===== src/rtl/dp_ram_bist_ctrl.sv =====
// March C- BIST controller and port arbiter for a 1R1W dual-port RAM.
// Optional macro DP_RAM_BIST_FAIL_LOG_EN adds FAIL_ADDR/FAIL_ELEM/FAIL_CNT.
module dp_ram_bist_ctrl #(
  parameter int ADDR_WIDTH    = 4,
  parameter int DATA_WIDTH    = 32,
  parameter int BITMASK_WIDTH = 32
) (
  input  logic                     CLK,
  input  logic                     RST,
  input  logic                     START,
  output logic                     BUSY,
  output logic                     DONE,
  output logic                     FAIL,
`ifdef DP_RAM_BIST_FAIL_LOG_EN
  output logic [ADDR_WIDTH-1:0]    FAIL_ADDR,
  output logic [2:0]               FAIL_ELEM,
  output logic [7:0]               FAIL_CNT,
`endif
  input  logic [ADDR_WIDTH-1:0]    F_AA,
  input  logic [ADDR_WIDTH-1:0]    F_AB,
  input  logic [DATA_WIDTH-1:0]    F_DB,
  input  logic [BITMASK_WIDTH-1:0] F_BWB,
  input  logic                     F_CEA,
  input  logic                     F_RDWENA,
  input  logic                     F_CEB,
  input  logic                     F_RDWENB,
  output logic [DATA_WIDTH-1:0]    F_QA,
  output logic [ADDR_WIDTH-1:0]    MEM_AA,
  output logic [ADDR_WIDTH-1:0]    MEM_AB,
  output logic [DATA_WIDTH-1:0]    MEM_DB,
  output logic [BITMASK_WIDTH-1:0] MEM_BWB,
  output logic                     MEM_CEA,
  output logic                     MEM_RDWENA,
  output logic                     MEM_CEB,
  output logic                     MEM_RDWENB,
  input  logic [DATA_WIDTH-1:0]    MEM_QA
);

  typedef enum logic [2:0] {S_IDLE, S_RUN, S_GAP, S_DRAIN, S_DONE} state_t;

  localparam logic [ADDR_WIDTH-1:0] ADDR_MAX = '1;

  state_t                  state_q, state_d;
  logic [2:0]              elem_q, elem_d;
  logic [ADDR_WIDTH-1:0]   addr_q, addr_d;
  logic                    wr_ph_q, wr_ph_d;
  logic                    rd_pend_q, rd_pend_d;
  logic [DATA_WIDTH-1:0]   exp_q, exp_d;
  logic                    fail_q, fail_d;

  logic                    elem_down, elem_has_rd, elem_has_wr, at_term;
  logic                    do_read, do_write, mismatch, start_ok;
  logic [DATA_WIDTH-1:0]   rd_bg, wr_bg;
  logic [ADDR_WIDTH-1:0]   next_start;
  logic                    bist_cea, bist_ceb, bist_rdwenb;

  // Element table: M0 w0 | M1 r0w1 | M2 r1w0 | M3v r0w1 | M4v r1w0 | M5 r0
  assign elem_down   = (elem_q == 3'd3) || (elem_q == 3'd4);
  assign elem_has_rd = (elem_q != 3'd0);
  assign elem_has_wr = (elem_q != 3'd5);
  assign rd_bg       = ((elem_q == 3'd2) || (elem_q == 3'd4)) ? '1 : '0;
  assign wr_bg       = ((elem_q == 3'd1) || (elem_q == 3'd3)) ? '1 : '0;
  assign at_term     = elem_down ? (addr_q == '0) : (addr_q == ADDR_MAX);
  assign next_start  = ((elem_q == 3'd2) || (elem_q == 3'd3)) ? ADDR_MAX : '0;
  assign do_read     = (state_q == S_RUN) && elem_has_rd && !wr_ph_q;
  assign do_write    = (state_q == S_RUN) && elem_has_wr && (wr_ph_q || !elem_has_rd);
  assign mismatch    = rd_pend_q && (MEM_QA != exp_q);
  assign start_ok    = START && ((state_q == S_IDLE) || (state_q == S_DONE));

  always_comb begin
    state_d     = state_q;
    elem_d      = elem_q;
    addr_d      = addr_q;
    wr_ph_d     = wr_ph_q;
    rd_pend_d   = 1'b0;
    exp_d       = exp_q;
    fail_d      = fail_q | mismatch;
    bist_cea    = 1'b0;
    bist_ceb    = 1'b0;
    bist_rdwenb = 1'b1;
    case (state_q)
      S_IDLE, S_DONE: begin
        if (START) begin
          state_d = S_RUN;
          elem_d  = 3'd0;
          addr_d  = '0;
          wr_ph_d = 1'b0;
          fail_d  = 1'b0;
        end
      end
      S_RUN: begin
        if (do_read) begin
          bist_cea  = 1'b1;
          rd_pend_d = 1'b1;
          exp_d     = rd_bg;
        end
        if (do_write) begin
          bist_ceb    = 1'b1;
          bist_rdwenb = 1'b0;
        end
        // A read followed by a write keeps the address for one more cycle.
        if (do_read && elem_has_wr) begin
          wr_ph_d = 1'b1;
        end else begin
          wr_ph_d = 1'b0;
          if (at_term) begin
            if (elem_q == 3'd5) begin
              state_d = S_DRAIN;
            end else begin
              state_d = S_GAP;
              elem_d  = elem_q + 3'd1;
              addr_d  = next_start;
            end
          end else begin
            addr_d = elem_down ? addr_q - 1'b1 : addr_q + 1'b1;
          end
        end
      end
      S_GAP:   state_d = S_RUN;
      S_DRAIN: state_d = S_DONE;
      default: state_d = S_IDLE;
    endcase
  end

  always_ff @(posedge CLK) begin
    if (RST) begin
      state_q   <= S_IDLE;
      elem_q    <= '0;
      addr_q    <= '0;
      wr_ph_q   <= 1'b0;
      rd_pend_q <= 1'b0;
      exp_q     <= '0;
      fail_q    <= 1'b0;
    end else begin
      state_q   <= state_d;
      elem_q    <= elem_d;
      addr_q    <= addr_d;
      wr_ph_q   <= wr_ph_d;
      rd_pend_q <= rd_pend_d;
      exp_q     <= exp_d;
      fail_q    <= fail_d;
    end
  end

  assign BUSY = (state_q == S_RUN) || (state_q == S_GAP) || (state_q == S_DRAIN);
  assign DONE = (state_q == S_DONE);
  assign FAIL = fail_q;

  assign MEM_AA     = BUSY ? addr_q      : F_AA;
  assign MEM_AB     = BUSY ? addr_q      : F_AB;
  assign MEM_DB     = BUSY ? wr_bg       : F_DB;
  assign MEM_BWB    = BUSY ? '1          : F_BWB;
  assign MEM_CEA    = BUSY ? bist_cea    : F_CEA;
  assign MEM_RDWENA = BUSY ? 1'b1        : F_RDWENA;
  assign MEM_CEB    = BUSY ? bist_ceb    : F_CEB;
  assign MEM_RDWENB = BUSY ? bist_rdwenb : F_RDWENB;
  assign F_QA       = MEM_QA;

`ifdef DP_RAM_BIST_FAIL_LOG_EN
  logic [ADDR_WIDTH-1:0] fail_addr_q, rd_addr_q;
  logic [2:0]            fail_elem_q, rd_elem_q;
  logic [7:0]            fail_cnt_q;

  // The read's address/element are held so the compare a cycle later logs the right site.
  always_ff @(posedge CLK) begin
    if (RST || start_ok) begin
      fail_addr_q <= '0;
      fail_elem_q <= '0;
      fail_cnt_q  <= '0;
      rd_addr_q   <= '0;
      rd_elem_q   <= '0;
    end else begin
      if (do_read) begin
        rd_addr_q <= addr_q;
        rd_elem_q <= elem_q;
      end
      if (mismatch) begin
        if (fail_cnt_q == 8'd0) begin
          fail_addr_q <= rd_addr_q;
          fail_elem_q <= rd_elem_q;
        end
        if (fail_cnt_q != 8'hFF) fail_cnt_q <= fail_cnt_q + 8'd1;
      end
    end
  end

  assign FAIL_ADDR = fail_addr_q;
  assign FAIL_ELEM = fail_elem_q;
  assign FAIL_CNT  = fail_cnt_q;
`endif

endmodule


===== config.mk =====
export PLATFORM = sky130hd
export DESIGN_NAME = dp_ram_bist_ctrl
export DESIGN_NICKNAME = d
export VERILOG_FILES = /design/src/rtl/dp_ram_bist_ctrl.sv
export SDC_FILE = /design/constraint.sdc
export NUM_CORES = 1
export LEC_CHECK = 0
export CORE_AREA = 2 2 107 78
export DETAILED_ROUTE_END_ITERATION = 8
export DIE_AREA = 0 0 109 80
export PLACE_DENSITY = 0.78
export SETUP_SLACK_MARGIN = 0.15
export SLEW_MARGIN = 15
export SYNTH_ARGS = -nofsm -noshare
export SYNTH_HDL_FRONTEND = slang
export SYNTH_SLANG_ARGS = --single-unit

===== constraint.sdc =====
create_clock -name CLK -period 2.2 [get_ports CLK]
set_input_delay 0.44 -clock CLK [delete_from_list [all_inputs] [get_ports CLK]]
set_output_delay 0.44 -clock CLK [all_outputs]
set_load 0.02 [all_outputs]

==> summary.txt, run 1 <==
Drt
  – WL final: 9492 um
  – Via density: 4.564
  – Pre-Repair DR Iteration Count: 4
  – Iter 0 DRT Violations: 159
  – DR WL/cell: 15.26 um
  – Via count: 2839
  – Antenna Nets Post-Route: 0
  – DRC viols: 0

Clocking
  – CTS Sinks: 14
  – Later-pin clock latency in the skew report: 0.25 ns
  – Num CTS Buffers: 3
  – Root Buffer: clkbuf_8
  – CTS clk-pin slew, worst paths: 0.06 ns
  – Total number of H-tree levels: 1
  – TritonCTS clock tree: done
  – Cts hold-fix bufs: 0
  – Worst-case clock buffer depth: 2

Global route
  – Largest net degree at the start of global routing: 29
  – Antenna violations before repair: 0
  – Number of global-route vias before repair: 2601
  – First-pass GRT wire length: 13310 um
  – Gr usage total: 0.1932
  – GR Overflow Total: 0

Min path
  – Hold path start: rd_pend_q
  – Worst Hold Class: register to register
  – Min-Delay Endpoint: FAIL
  – WHS Path Cells: 2

Die
  – Initial core utilization: 0.2464
  – Chip width: 109 um
  – IO Count: 222
  – Core area: 0.007669 sq mm
  – Row count: 27
  – Height of the chip: 80 um
  – Die area: 0.008720 sq mm

Critical path
  – Crit-path slowest cell: dfxtp_2
  – RR Endpoint: addr_q[3]
  – Setup crit end kind: output port
  – R2R cell count: 11
  – Worst-path cell chain: ha_2 -> ha_2 -> a21o_1 -> nand2_4 -> buf_4 -> buf_16 -> nand2_1 -> buf_4
  – Maximum fanout along the worst path: 8
  – Critical path class: register to output port
  – Max incr delay on CP: 0.33 ns
  – Crit path buffers/inverters: 3
  – Crit path DAT: 1.70 ns
  – Worst r2r src: elem_q[1]
  – Top delay family on crit path: buffers and inverters
  – Flop2flop setup slack: 0.12 ns
  – Crit path launch type: register
  – CP required: 1.76 ns

Job
  – Number of max-cap violations: 0

Timing
  – Skew final: 0.002556 ns
  – WHS: 0.4756 ns
  – RSZ-0062 raised after global routing: yes
  – Worst rel slew slack: 0.6626
  – Setup TNS: 0 ns
  – Slew Limit Fails: 0
  – Setup-failing EPs final: 0
  – Min Tclk post-route: 2.136 ns
  – Fmax: 468.2 MHz
  – Final Hold Viols: 0
  – Final Cycle Share: 0.9709
  – Worst-Margin Slew: 0.5015 ns
  – Final WS setup: 0.06412 ns

Logic synthesis
  – Sequential fraction of the synthesis area: 0.1483
  – Synth Instances: 304
  – Synth warn: 0
  – Number of synthesized register bits: 14
  – Async S/R FF share, synth: 0
  – Post-synthesis net count: 423
  – Post-synth EDFFs: 0
  – Synth cell types: 40
  – Top_reg_cell synth: dfxtp_1
  – Synthesized area: 0.001889 sq mm
  – Synth Area per Inst: 6.215 sq um

Placed design
  – Placed insts: 604
  – RD Place Congestion: 0.9014
  – Pre-CTS setup slack: -0.07293 ns
  – I/O Buffers: 221
  – Dpl hpwl: 7436 um

Power
  – Max VDD drop: 0.1740 mV
  – Pwr/cell area: 342.1 mW/mm^2
  – Leak pwr: 0.002092 uW

Finish
  – Final Non-Filler Cells: 622
  – Share of layout cells above drive strength 1: 0.2438
  – Diode count: 0
  – Multi-input logic area: 0.001458 sq mm
  – P&R area growth vs syn: 138.3%
  – Nets: 641
  – Fillers: 688
  – Post-route core utilization: 0.5870
  – Register area: 285.3 sq um

Outcome
  – Status: finished, final reports clean
-- layout make-up --
cell class	instances	area share
flip-flops and latches	14	0.06337
multi-input cells	232	0.3238
repair buffers	260	0.5628
inverters	11	0.009728
well taps	101	0.02807
clock buffers	4	0.01223
-- sequential cells by signal, summed over array words and instances, names as in the netlist --
name	count
addr_q	4
elem_q	3
state_q	3
FAIL	1
exp_q	1
rd_pend_q	1
wr_ph_q	1
-- stage by stage --
stage               cell area, sq um  power (uW)
floorplan                       1906       713.2
global placement                4167        1257
detailed placement              4167        1267
CTS                             4203        1457
global route                    4502        1615
finish                          4502        1540
-- how the worst max path moves through the flow --
stage / to / cells past startpoint / from / slack, ns
after CTS: MEM_CEB / 7 / elem_q[0] / 0.008
after global placement: MEM_CEB / 7 / elem_q[0] / -0.04
after global routing: MEM_DB[21] / 8 / elem_q[0] / 0.01
after floorplan: addr_q[3] / 10 / elem_q[1] / 0.11
after detailed placement: MEM_CEB / 7 / elem_q[0] / -0.07
final: MEM_DB[21] / 8 / elem_q[0] / 0.06
-- cells by family after synthesis --
| family | after synthesis | synth area share |
|---|---|---|
| simple gates | 184 | 0.4583 |
| buf+inv | 58 | 0.1801 |
| compound gates | 36 | 0.1325 |
| flops | 14 | 0.1483 |
| fa+ha+maj | 8 | 0.05695 |
| xor+xnor | 2 | 0.009273 |
| mux | 2 | 0.01457 |
-- cells in the final DEF, fill, tap and decap left out, drive strengths merged, types with 2 or more instances in the layout --
cell / count
nor4: 7
clkbuf: 9
nand2b: 35
dfxtp: 14
or3: 2
a21o: 3
clkdlybuf4s50: 141
nand4: 4
mux2i: 2
dlymetal6s2s: 2
nand3: 5
clkdlybuf4s15: 4
o311a: 2
a31oi: 6
nor3: 11
nand2: 98
nor2: 14
a22o: 4
buf: 74
inv: 11
o21ai: 6
ha: 7
dlygate4sd2: 34
o31ai: 2
a21oi: 7
-- cell usage after synthesis, types with 3 or more instances --
cell / number / area (sq um)
buf_4: 32 / 240.2
o21ai_0: 6 / 30.03
a21oi_1: 7 / 35.03
nor2_1: 14 / 52.55
a22o_1: 4 / 35.03
nand2_1: 98 / 367.9
nor4_1: 7 / 43.79
nor3_1: 11 / 55.05
ha_1: 7 / 87.58
a21o_1: 3 / 22.52
nand4_1: 4 / 25.02
clkbuf_1: 10 / 37.54
inv_1: 11 / 41.29
nand3_1: 5 / 25.02
nand2b_1: 35 / 219.0
buf_1: 3 / 11.26
a31oi_1: 6 / 37.54
dfxtp_1: 14 / 280.3
-- repair_timing --
| item | in CTS | in global routing |
|---|---|---|
| pin swaps | 7 | 10 |
| gates resized for setup | 207 | 94 |
| buffers inserted | 8 | 4 |
| cloned | 2 | 0 |
| endpoints found under the setup margin | 86 | 63 |
-- tightest hold or removal path, cell delays in order, from the launching register on --
cell and delay [ns]:
dfxtp_1 0.30, o41ai_1 0.05, a221oi_1 0.07
-- metal layers --
layer  up-vias  global-route usage  share of wire
met4         0             0.04487          0.017
met1      1314              0.2291           0.40
met3        12             0.03918          0.063
met5         -                   0              0
li1       1420                   -              -
met2        93              0.3547           0.52
-- report_power, final --
part / leakage [uW] / internal (uW) / total, uW / switching, uW
clock network: 0.0000288 / 159 / 260 / 101
logic: 0.00195 / 520 / 1010 / 488
registers: 0.000115 / 261 / 272 / 11.7
No activity file was read; power rests on OpenSTA's default activity.
==> run 2, diff against run 1 <==
Settings changed: ABC_AREA set to 1, CORE_AREA 2 2 107 78 to 2 2 104 86, DIE_AREA 0 0 109 80 to 0 0 106 88, PLACE_DENSITY 0.78 to 0.76, TNS_END_PERCENT set to 1.
==> run 2 against run 1 <==
Effect of this change:
- sequential share of layout area up 0.28 points
- final cell count grew 10%
- synthesized cell count is 23% higher
- non-clock buffer count decreased by 19
- sequential cell count did not move
- clock skew is 0.0044 ns higher
- via count grew 4.6%
- area after synthesis is 12% higher
- combinational power is 97% higher
- total power is 65% higher
==> summary.txt, run 2 <==
Logic synthesis
  – Number of synthesized register bits: 14 (unchanged)
  – Synthesized area: 0.002108 sq mm (was 0.001889 sq mm)
  – Async S/R FF share, synth: 0 (unchanged)
  – Post-synthesis net count: 494 (was 423)
  – Synth area leaders: nand2_1, dfxtp_1, buf_4, or2_2, nor2_1 (was nand2_1, dfxtp_1, buf_4, nand2b_1, ha_1)
  – Synth Instances: 375 (was 304)
  – Synth warn: 0 (unchanged)
  – Sequential fraction of the synthesis area: 0.1329 (was 0.1483)
  – Synth Area per Inst: 5.622 sq um (was 6.215 sq um)
  – Area leader, netlist: nand2_1 (unchanged)
  – Most numerous cell in the Yosys netlist: nand2_1 (unchanged)
  – Post-synth EDFFs: 0 (unchanged)
  – Synth top area share: 0.2635 (was 0.1947)
  – Synth cell types: 28 (was 40)
  – Top_reg_cell synth: dfxtp_1 (unchanged)
  – Top cells by count, synth: nand2_1, or2_2, buf_4, nor2_1, inv_1 (was nand2_1, nand2b_1, buf_4, dfxtp_1, nor2_1)

Timing
  – WHS: 0.4437 ns (was 0.4756 ns)
  – Fmax: 488.7 MHz (was 468.2 MHz)
  – RSZ-0062 raised after global routing: yes (unchanged)
  – Final Cycle Share: 0.9302 (was 0.9709)
  – Setup TNS: 0 ns (unchanged)
  – Worst-Margin Slew: 0.2962 ns (was 0.5015 ns)
  – Final Hold Viols: 0 (unchanged)
  – Skew final: 0.006933 ns (was 0.002556 ns)
  – Slew Limit Fails: 0 (unchanged)
  – Setup-failing EPs final: 0 (unchanged)
  – Final WS setup: 0.1536 ns (was 0.06412 ns)
  – Min Tclk post-route: 2.046 ns (was 2.136 ns)
  – Worst rel slew slack: 0.8023 (was 0.6626)

Die
  – Height of the chip: 88 um (was 80 um)
  – Chip width: 106 um (was 109 um)
  – Row count: 30 (was 27)
  – Die area: 0.009328 sq mm (was 0.008720 sq mm)
  – IO Count: 222 (unchanged)
  – Core area: 0.008295 sq mm (was 0.007669 sq mm)
  – Initial core utilization: 0.2541 (was 0.2464)

Clocking
  – Num CTS Buffers: 3 (unchanged)
  – Post-CTS Setup Repair Bufs: 0 (was 8)
  – Total number of H-tree levels: 1 (unchanged)
  – TritonCTS clock tree: done (unchanged)
  – CTS clk-pin slew, worst paths: 0.06 ns (about the same)
  – Worst-case clock buffer depth: 2 (unchanged)
  – Later-pin clock latency in the skew report: 0.25 ns (about the same)
  – Root Buffer: clkbuf_8 (unchanged)
  – CTS Sinks: 14 (unchanged)
  – Cts hold-fix bufs: 0 (unchanged)

Drt
  – Met1 wire length: 3746 um (was 3773 um)
  – Via count: 2971 (was 2839)
  – DRC viols: 0 (unchanged)
  – Via density: 4.337 (was 4.564)
  – Antenna Nets Post-Route: 0 (unchanged)
  – Top Layer Used: met4 (unchanged)
  – Iter 0 DRT Violations: 157 (was 159)
  – Pre-Repair DR Iteration Count: 4 (unchanged)
  – WL final: 9463 um (was 9492 um)
  – Met2 Wirelength: 4968 um (was 4962 um)
  – DR WL/cell: 13.81 um (was 15.26 um)
  – Met3 routed WL: 676 um (was 598 um)

Finish
  – Largest registers: addr_q (4), elem_q (3), state_q (3) (unchanged)
  – Post-route core utilization: 0.5198 (was 0.5870)
  – Reg with most FFs: addr_q (unchanged)
  – P&R area growth vs syn: 104.5% (was 138.3%)
  – Max FFs per register: 4 (unchanged)
  – Diode count: 0 (unchanged)
  – Most frequent cells in the layout: nand2_1, clkdlybuf4s50_1, buf_4 (was clkdlybuf4s50_1, nand2_1, buf_4)
  – Nets: 694 (was 641)
  – Share of layout cells above drive strength 1: 0.2234 (was 0.2438)
  – Commonest non-fill, non-tap cell in the layout: nand2_1 (was clkdlybuf4s50_1)

Power
  – Combinational Power Share: 0.783 (was 0.654)
  – Pwr/cell area: 590.0 mW/mm^2 (was 342.1 mW/mm^2)
  – Max VDD drop: 0.2311 mV (was 0.1740 mV)
  – Switch Pwr: 1224 uW (was 600.1 uW)
  – Clk pwr share: 0.082 (was 0.169)
  – Leak pwr: 0.002109 uW (was 0.002092 uW)
  – Sequential Power Share: 0.135 (was 0.177)
  – Post-route total power: 2544 uW (was 1540 uW)
  – Sw Ratio: 0.4813 (was 0.3897)
  – Total internal power: 1320 uW (was 939.8 uW)

Placed design
  – RD Place Congestion: 0.8769 (was 0.9014)
  – I/O Buffers: 221 (unchanged)
  – Pre-CTS setup slack: -0.1494 ns (was -0.07293 ns)
  – Dpl hpwl: 7841 um (was 7436 um)

Global route
  – Antenna violations before repair: 0 (unchanged)
  – Largest net degree at the start of global routing: 40 (was 29)
  – Number of global-route vias before repair: 2779 (was 2601)
  – Gr usage total: 0.1787 (was 0.1932)
  – GR Overflow Total: 0 (unchanged)
  – First-pass GRT wire length: 13540 um (was 13310 um)

Critical path
  – Crit path DAT: 1.61 ns (was 1.70 ns)
  – Crit path buffers/inverters: 3 (unchanged)
  – Worst-path cell chain: buf_4 -> ha_4 -> a21oi_2 -> or2_4 -> clkbuf_16 -> nand2_1 -> buf_4 (was ha_2 -> ha_2 -> a21o_1 -> nand2_4 -> buf_4 -> buf_16 -> nand2_1 -> buf_4)
  – Crit-path slowest cell: dfxtp_2 (unchanged)
  – Setup crit end kind: output port (unchanged)
  – Crit path launch type: register (unchanged)
  – Maximum fanout along the worst path: 16 (was 8)
  – Max incr delay on CP: 0.36 ns (was 0.33 ns)
  – CP required: 1.76 ns (about the same)
  – Crit-path most repeated cell: buf_4
  – Critical path class: register to output port (unchanged)
  – Top delay family on crit path: buffers and inverters (unchanged)

Outcome
  – Status: finished, final reports clean (unchanged)

Min path
  – Worst Hold Class: register to register (unchanged)

Job
  – Number of max-cap violations: 0 (unchanged)
==> run 2: cell types whose count changed after synthesis, moves of 7 or more <==
cell,change
nand2b_1,-35
nand3_1,+12
nor4_1,-7
nor2_1,+17
or2_2,+36
inv_1,+13
nand2_1,+50
==> run 2: stage by stage <==
| step | cell area (sq um) | instances |
|---|---|---|
| 5_1_grt | 4312 | 685 |
| 3_5_place_dp | 4298 | 681 |
| 4_1_cts | 4228 | 684 |
| 3_3_place_gp | 4298 | 681 |
| 2_1_floorplan | 2108 | 375 |
| 6_report | 4312 | 685 |
==> run 2: layout make-up <==
class / count / area, sq um
Multi-Input combinational cell: 285 / 1471
Fill cell: 824 / 3984
Timing Repair Buffer: 241 / 2261
Clock buffer: 3 / 41.29
Sequential cell: 14 / 285.3
Tap cell: 112 / 140.1
Inverter: 30 / 112.6
==> run 2: cell families (layout without fill, tap and decap cells) <==
kind of cell             count (synthesis)  count (layout)  share of synthesized area
AO/OA/AOI/OAI                           19              19                    0.04748
XOR/XNOR                                 1               1                   0.004155
adder cells (fa/ha/maj)                  8               8                    0.05104
buffers and inverters                   76             274                     0.2042
flip-flops                              14              14                     0.1329
AND/OR/NAND/NOR                        257             257                     0.5602
==> run 2: worst reg2reg max path, stage by stage (launching register included) <==
cell and delay (ns):
dfxtp_4 0.37, inv_1 0.08, ha_1 0.21, buf_4 0.14
nand2_1 0.12, nand2_4 0.10, ha_4 0.29, nand3_1 0.08
nand3_1 0.11, nand3_1 0.10, nand3_1 0.10, nand3_1 0.10
a21oi_2 0.12
==> run 2: layer usage <==
metal / vias to the layer above / track usage
li1: 1512 / -
met1: 1346 / 0.2073
met2: 105 / 0.3443
met3: 8 / 0.03646
met4: 0 / 0.03469
met5: - / 0
==> run 2: repair_timing <==
item	CTS	global route
gates cloned	0	1
pin swaps	1	2
endpoints found under the setup margin	79	77
resized for setup	224	16
==> run 2: final timing paths <==
kind             start   endpoint  slack, ns  cells after the start
max          elem_q[0]  MEM_DB[1]       0.15                      7
min               FAIL       FAIL       0.44                      2
max reg2reg  elem_q[1]  addr_q[3]       0.23                     12
min reg2reg       FAIL       FAIL       0.44                      2
==> run 2: power by group through the flow <==
stage | Combinational (uW) | Clock [uW] | Sequential (uW)
4_1_cts | 1930 | 216 | 340
5_1_grt | 2140 | 223 | 347
3_3_place_gp | 2020 | 0 | 335
2_1_floorplan | 1090 | 0 | 331
6_report | 1990 | 210 | 343
3_5_place_dp | 2060 | 0 | 338
==> run 3, diff against run 2 <==
Settings changed: CORE_AREA 2 2 104 86 to 3 3 105 87, DIE_AREA 0 0 106 88 to 0 0 108 90.
==> run 3 against run 2 <==
Effect of this change:
- via count shrank 0.94%
- clock power rose by 21%
- non-clock buffer count did not move
- hold slack gained 0.0083 ns
- critical path type unchanged
==> summary.txt, run 3 (synthesis results as in run 2) <==
Power
  – Leak pwr: 0.002145 uW (was 0.002109 uW)
  – Switch Pwr: 1256 uW (was 1224 uW)
  – Clk pwr share: 0.095 (was 0.082)
  – Combinational Power Share: 0.776 (was 0.783)
  – Total internal power: 1425 uW (was 1320 uW)
  – Max VDD drop: 0.3575 mV (was 0.2311 mV)
  – Post-route total power: 2681 uW (was 2544 uW)
  – Sequential Power Share: 0.129 (was 0.135)
  – Sw Ratio: 0.4684 (was 0.4813)
  – Pwr/cell area: 604.3 mW/mm^2 (was 590.0 mW/mm^2)

Drt
  – Via count: 2943 (was 2971)
  – Antenna Nets Post-Route: 0 (unchanged)
  – Via density: 4.315 (was 4.337)
  – Iter 0 DRT Violations: 163 (was 157)
  – WL final: 9887 um (was 9463 um)
  – DRC viols: 0 (unchanged)
  – DR WL/cell: 14.50 um (was 13.81 um)
  – Pre-Repair DR Iteration Count: 4 (unchanged)

Clocking
  – CTS Sinks: 14 (unchanged)
  – CTS clk-pin slew, worst paths: 0.06 ns (about the same)
  – Num CTS Buffers: 3 (unchanged)
  – Root Buffer: clkbuf_8 (unchanged)
  – Total number of H-tree levels: 1 (unchanged)
  – Worst-case clock buffer depth: 2 (unchanged)
  – Cts hold-fix bufs: 0 (unchanged)
  – Later-pin clock latency in the skew report: 0.24 ns (was 0.25 ns)
  – TritonCTS clock tree: done (unchanged)
  – Post-CTS Setup Repair Bufs: 0 (unchanged)

Finish
  – Post-route core utilization: 0.5531 (was 0.5198)
  – Nets: 694 (unchanged)
  – Largest registers: addr_q (4), elem_q (3), state_q (3) (unchanged)
  – Diode count: 0 (unchanged)
  – Multi-input logic area: 0.001485 sq mm (was 0.001471 sq mm)
  – Share of layout cells above drive strength 1: 0.2352 (was 0.2234)
  – Commonest non-fill, non-tap cell in the layout: clkdlybuf4s50_1 (was nand2_1)
  – Reg with most FFs: addr_q (unchanged)
  – Max FFs per register: 4 (unchanged)
  – Final Non-Filler Cells: 682 (was 685)
  – Register area: 287.8 sq um (was 285.3 sq um)
  – P&R area growth vs syn: 110.4% (was 104.5%)
  – Fillers: 777 (was 824)
  – Most frequent cells in the layout: clkdlybuf4s50_1, nand2_1, dlygate4sd2_1 (was nand2_1, clkdlybuf4s50_1, buf_4)

Die
  – Die area: 0.009720 sq mm (was 0.009328 sq mm)
  – Height of the chip: 90 um (was 88 um)
  – Core area: 0.008019 sq mm (was 0.008295 sq mm)
  – Chip width: 108 um (was 106 um)
  – Initial core utilization: 0.2629 (was 0.2541)
  – Row count: 29 (was 30)
  – IO Count: 222 (unchanged)

Placed design
  – Dpl hpwl: 8082 um (was 7841 um)
  – I/O Buffers: 221 (unchanged)
  – RD Place Congestion: 0.8589 (was 0.8769)
  – Placed insts: 676 (was 681)

Critical path
  – Critical path class: register to output port (unchanged)
  – Crit path DAT: 1.63 ns (was 1.61 ns)
  – Maximum fanout along the worst path: 8 (was 16)
  – CP required: 1.76 ns (about the same)
  – Crit path launch type: register (unchanged)
  – Setup crit end kind: output port (unchanged)

Global route
  – Gr usage total: 0.1885 (was 0.1787)
  – Number of global-route vias before repair: 2841 (was 2779)
  – GR Overflow Total: 0 (unchanged)
  – Largest net degree at the start of global routing: 43 (was 40)
  – First-pass GRT wire length: 14970 um (was 13540 um)
  – Antenna violations before repair: 0 (unchanged)

Timing
  – Setup TNS: 0 ns (unchanged)
  – Skew final: 0.002357 ns (was 0.006933 ns)
  – Fmax: 482.5 MHz (was 488.7 MHz)
  – Slew Limit Fails: 0 (unchanged)
  – Final Cycle Share: 0.9422 (was 0.9302)
  – Worst rel slew slack: 0.7931 (was 0.8023)
  – WHS: 0.4521 ns (was 0.4437 ns)
  – RSZ-0062 raised after global routing: yes (unchanged)
  – Worst-Margin Slew: 0.3099 ns (was 0.2962 ns)
  – Final Hold Viols: 0 (unchanged)
  – Setup-failing EPs final: 0 (unchanged)
  – Min Tclk post-route: 2.073 ns (was 2.046 ns)

Min path
  – Worst Hold Class: register to register (unchanged)

Outcome
  – Status: finished, final reports clean (unchanged)

Job
  – Number of max-cap violations: 0 (unchanged)
[run 3: cell types whose count changed in the layout (fill, tap and decap cells not counted), moves of 3 or more]
cell,change
clkdlybuf4s15_1,-3
nand2_1,-7
nand2_2,+7
dlygate4sd2_1,+4
buf_6,+27
buf_4,-28
[run 3: power groups by stage]
stage                     clock network (uW)  logic [uW]  registers [uW]
after global placement                     0        2040             335
after CTS                                261        2010             336
final                                    254        2080             345
after global routing                     276        2250             351
after floorplan                            0        1090             331
after detailed placement                   0        2060             338
[run 3: what timing repair did]
item	CTS	global route
pin swaps	1	1
resized for setup	252	16
setup endpoints to repair	79	82
cloned	0	2
[run 3: worst paths after layout]
| check | start | endpoint | slack, ns | depth (start not counted) |
|---|---|---|---|---|
| max reg2reg | elem_q[1] | addr_q[2] | 0.27 | 11 |
| min reg2reg | FAIL | FAIL | 0.45 | 2 |
| min | FAIL | FAIL | 0.45 | 2 |
| max | elem_q[0] | MEM_DB[6] | 0.13 | 7 |
[run 3: final cells by class]
cell class	count	area share
inverter	30	0.02539
sequential	14	0.06488
tap	108	0.03047
multi-input combinational	285	0.3348
timing repair buffer	241	0.5320
clock buffer	4	0.01241
[run 3: metrics by stage]
step / worst slack (ns) / instance area (sq um)
final: 0.1272 / 4436
after global routing: 0.07131 / 4436
after floorplan: 0.3717 / 2108
after CTS: 0.08342 / 4332
after global placement: -0.1201 / 4298
after detailed placement: -0.1589 / 4298
[run 3: critical path, cell delays in order (launching register included)]
cell	delay, ns
dfxtp_4	0.37
buf_4	0.13
ha_4	0.14
a21oi_2	0.05
or2_4	0.29
clkbuf_16	0.17
nand2_1	0.10
buf_6	0.13
[run 3: per-layer routing]
| metal | GRT usage | part of all wire | vias up |
|---|---|---|---|
| li1 | - | - | 1513 |
| met1 | 0.2069 | 0.38 | 1316 |
| met2 | 0.3582 | 0.53 | 98 |
| met3 | 0.04656 | 0.076 | 16 |
| met4 | 0.04311 | 0.018 | 0 |
| met5 | 0 | 0 | - |
==> variant: new RTL, settings of run 1 <==
The 5 states of `state_t` get a one-hot encoding in 5 bits.
--- a/src/rtl/dp_ram_bist_ctrl.sv
+++ b/src/rtl/dp_ram_bist_ctrl.sv
@@ -37,5 +37,5 @@
 );
 
-  typedef enum logic [2:0] {S_IDLE, S_RUN, S_GAP, S_DRAIN, S_DONE} state_t;
+  typedef enum logic [4:0] {S_IDLE = 5'b00001, S_RUN = 5'b00010, S_GAP = 5'b00100, S_DRAIN = 5'b01000, S_DONE = 5'b10000} state_t;
 
   localparam logic [ADDR_WIDTH-1:0] ADDR_MAX = '1;
Check against the original RTL: no difference found for any inputs over 10 cycles, from zero or initial values and one cycle with RST high; not proved beyond that.
==> variant against run 1 <==
The run now ends with setup timing left. Synthesized area is 10% higher. Cell count is 3.5% higher. First-iteration DRC count fell by 21%. Worst setup slack lost 180 ps. Register-to-register slack about the same. Sequential cell count up 2. Worst hold slack worse by 8.6 ps. Non-clock buffer count up 29. Routed wire length grew 12%. Final area up 17%. Critical endpoint is now MEM_DB[30]. Highest routed layer unchanged.
Power is not compared: it rests on default switching activity, and its combinational part moved more than twofold at a synthesized area within 25%.
==> variant: results (changes against run 1) <==
metric,value,unit,change
highest_layer,met4,,unchanged
ys.flop_type,dfxtp_1,,unchanged
status,finished with violations,,was completed
groute.usage.overall,0.201,,was 0.193
setup_slack,-119,ps,was 64.1 ps
tightest_slew,547,ps,was 501 ps
async_reset_ff_frac,0,,unchanged
synth_commonest_cells,"36 x nand2_1, 34 x nand2b_1, 32 x a21o_1, 32 x buf_4, 22 x nor2_1",,"was 98 x nand2_1, 35 x nand2b_1, 32 x buf_4"
hold_class,reg2reg,,unchanged
pg_comb,2.37,mW,
clkLatencyLatePin,250,ps,about the same
vdd_drop_max,0.372,mV,
dr_total_vias,3122,,"was 2,839"
routabilityCongestion,0.879,,was 0.901
p_clk,0.266,mW,
worst_ep_arrival_time,1880,ps,was 1700 ps
critical_path.max_fanout,8,,unchanged
grt_max_degree,55,,was 29
root_buffer,clkbuf_8,,unchanged
seq_area_frac_synth,0.154,,was 0.148
violations,setup timing,,
skew,1.68,ps,was 2.56 ps
ys_top_cells_by_area,"dfxtp_1 15%, a21o_1 12%, buf_4 12%, nand2b_1 10%, nand2_1 6.5%",,"was nand2_1 19%, dfxtp_1 15%, buf_4 13%, nand2b_1 12%, ha_1 4.6%"
grt_pass1_wl,14.1,mm,was 13.3 mm
wl_per_cell,16.5,µm,was 15.3 µm
antennaDiodeCount,0,,unchanged
dpl-instance-area,4420,µm²,was 4170 µm²
ys.warnings.count,0,,unchanged
top_regs,"state_q: 5 flops, addr_q: 4 flops, elem_q: 3 flops",,"was addr_q: 4 flops, elem_q: 3 flops, state_q: 3 flops"
drive_above_1_share,0.400,,was 0.244
met2_usage,0.382,,was 0.355
synthDistinctLibCells,45,,was 40
grt_use_met3,0.0514,,was 0.0392
antenna_found_initial,0,,unchanged
power_density,562,nW/µm²,
leakage,2.47,nW,
wl_met3,742,µm,was 598 µm
syn_nets,422,,was 423
drt-met1-wl,4.08,mm,was 3.77 mm
place_hpwl,7.26,mm,was 7.44 mm
met2_length,5.68,mm,was 4.96 mm
drt-initial-drc-count,125,,was 159
grt_pass1_vias,3038,,"was 2,601"
num-nets-final,663,,was 641
finalSetupViolCount,48,,was 0
grt_use_met1,0.225,,was 0.229
ctsLongestPathBuffers,2,,unchanged
clkSlewWorstSetupHoldPaths,70,ps,
-- variant: critical path, stage by stage, from the launching register on --
cell,delay (ps)
dfxtp_2,350
xor2_1,140
o21ai_1,80
or3_4,390
nor2_4,140
buf_6,150
buf_16,130
a21o_1,120
buf_6,120
-- variant: cell families after synthesis --
group,share of synthesized area
buf+inv,0.174
compound gates,0.233
simple gates,0.341
mux,0.0168
flops,0.154
fa+ha+maj,0.0517
xor+xnor,0.0295
-- variant: final timing paths --
| kind | startpoint | end | slack (ps) | depth (start not counted) |
|---|---|---|---|---|
| setup / recovery | state_q[3] | MEM_DB[30] | -120 | 8 |
| hold reg to reg | FAIL | FAIL | 470 | 2 |
| hold / removal | FAIL | FAIL | 470 | 2 |
| setup reg to reg | elem_q[1] | addr_q[3] | 120 | 12 |
-- variant: metrics by stage --
step / TNS [ps] / hold WS (ps) / util / instances / setup WS (ps)
3_5_place_dp: -26220 / 444 / 0.576 / 607 / -383
3_3_place_gp: -24500 / 439 / 0.576 / 607 / -371
5_1_grt: -7100 / 477 / 0.688 / 644 / -174
4_1_cts: -1110 / 457 / 0.622 / 625 / -47.6
2_1_floorplan: 0 / 436 / - / 303 / 121
6_report: -3170 / 467 / 0.688 / 644 / -119
-- variant: area by class of cell --
cell class / count / area [µm²]
clock buffer: 4 / 55.1
fill: 563 / 2390
inverter: 10 / 47.5
multi-input combinational: 224 / 1700
sequential: 16 / 334
tap: 101 / 126
timing repair buffer: 289 / 3020
-- variant: timing repair --
| action | CTS | global route |
|---|---|---|
| cloned | 2 | 5 |
| setup buffers | 12 | 14 |
| pin swaps | 9 | 13 |
| hold endpoints to repair | 0 | 0 |
| endpoints found under the setup margin | 86 | 91 |
| resized for setup | 473 | 77 |
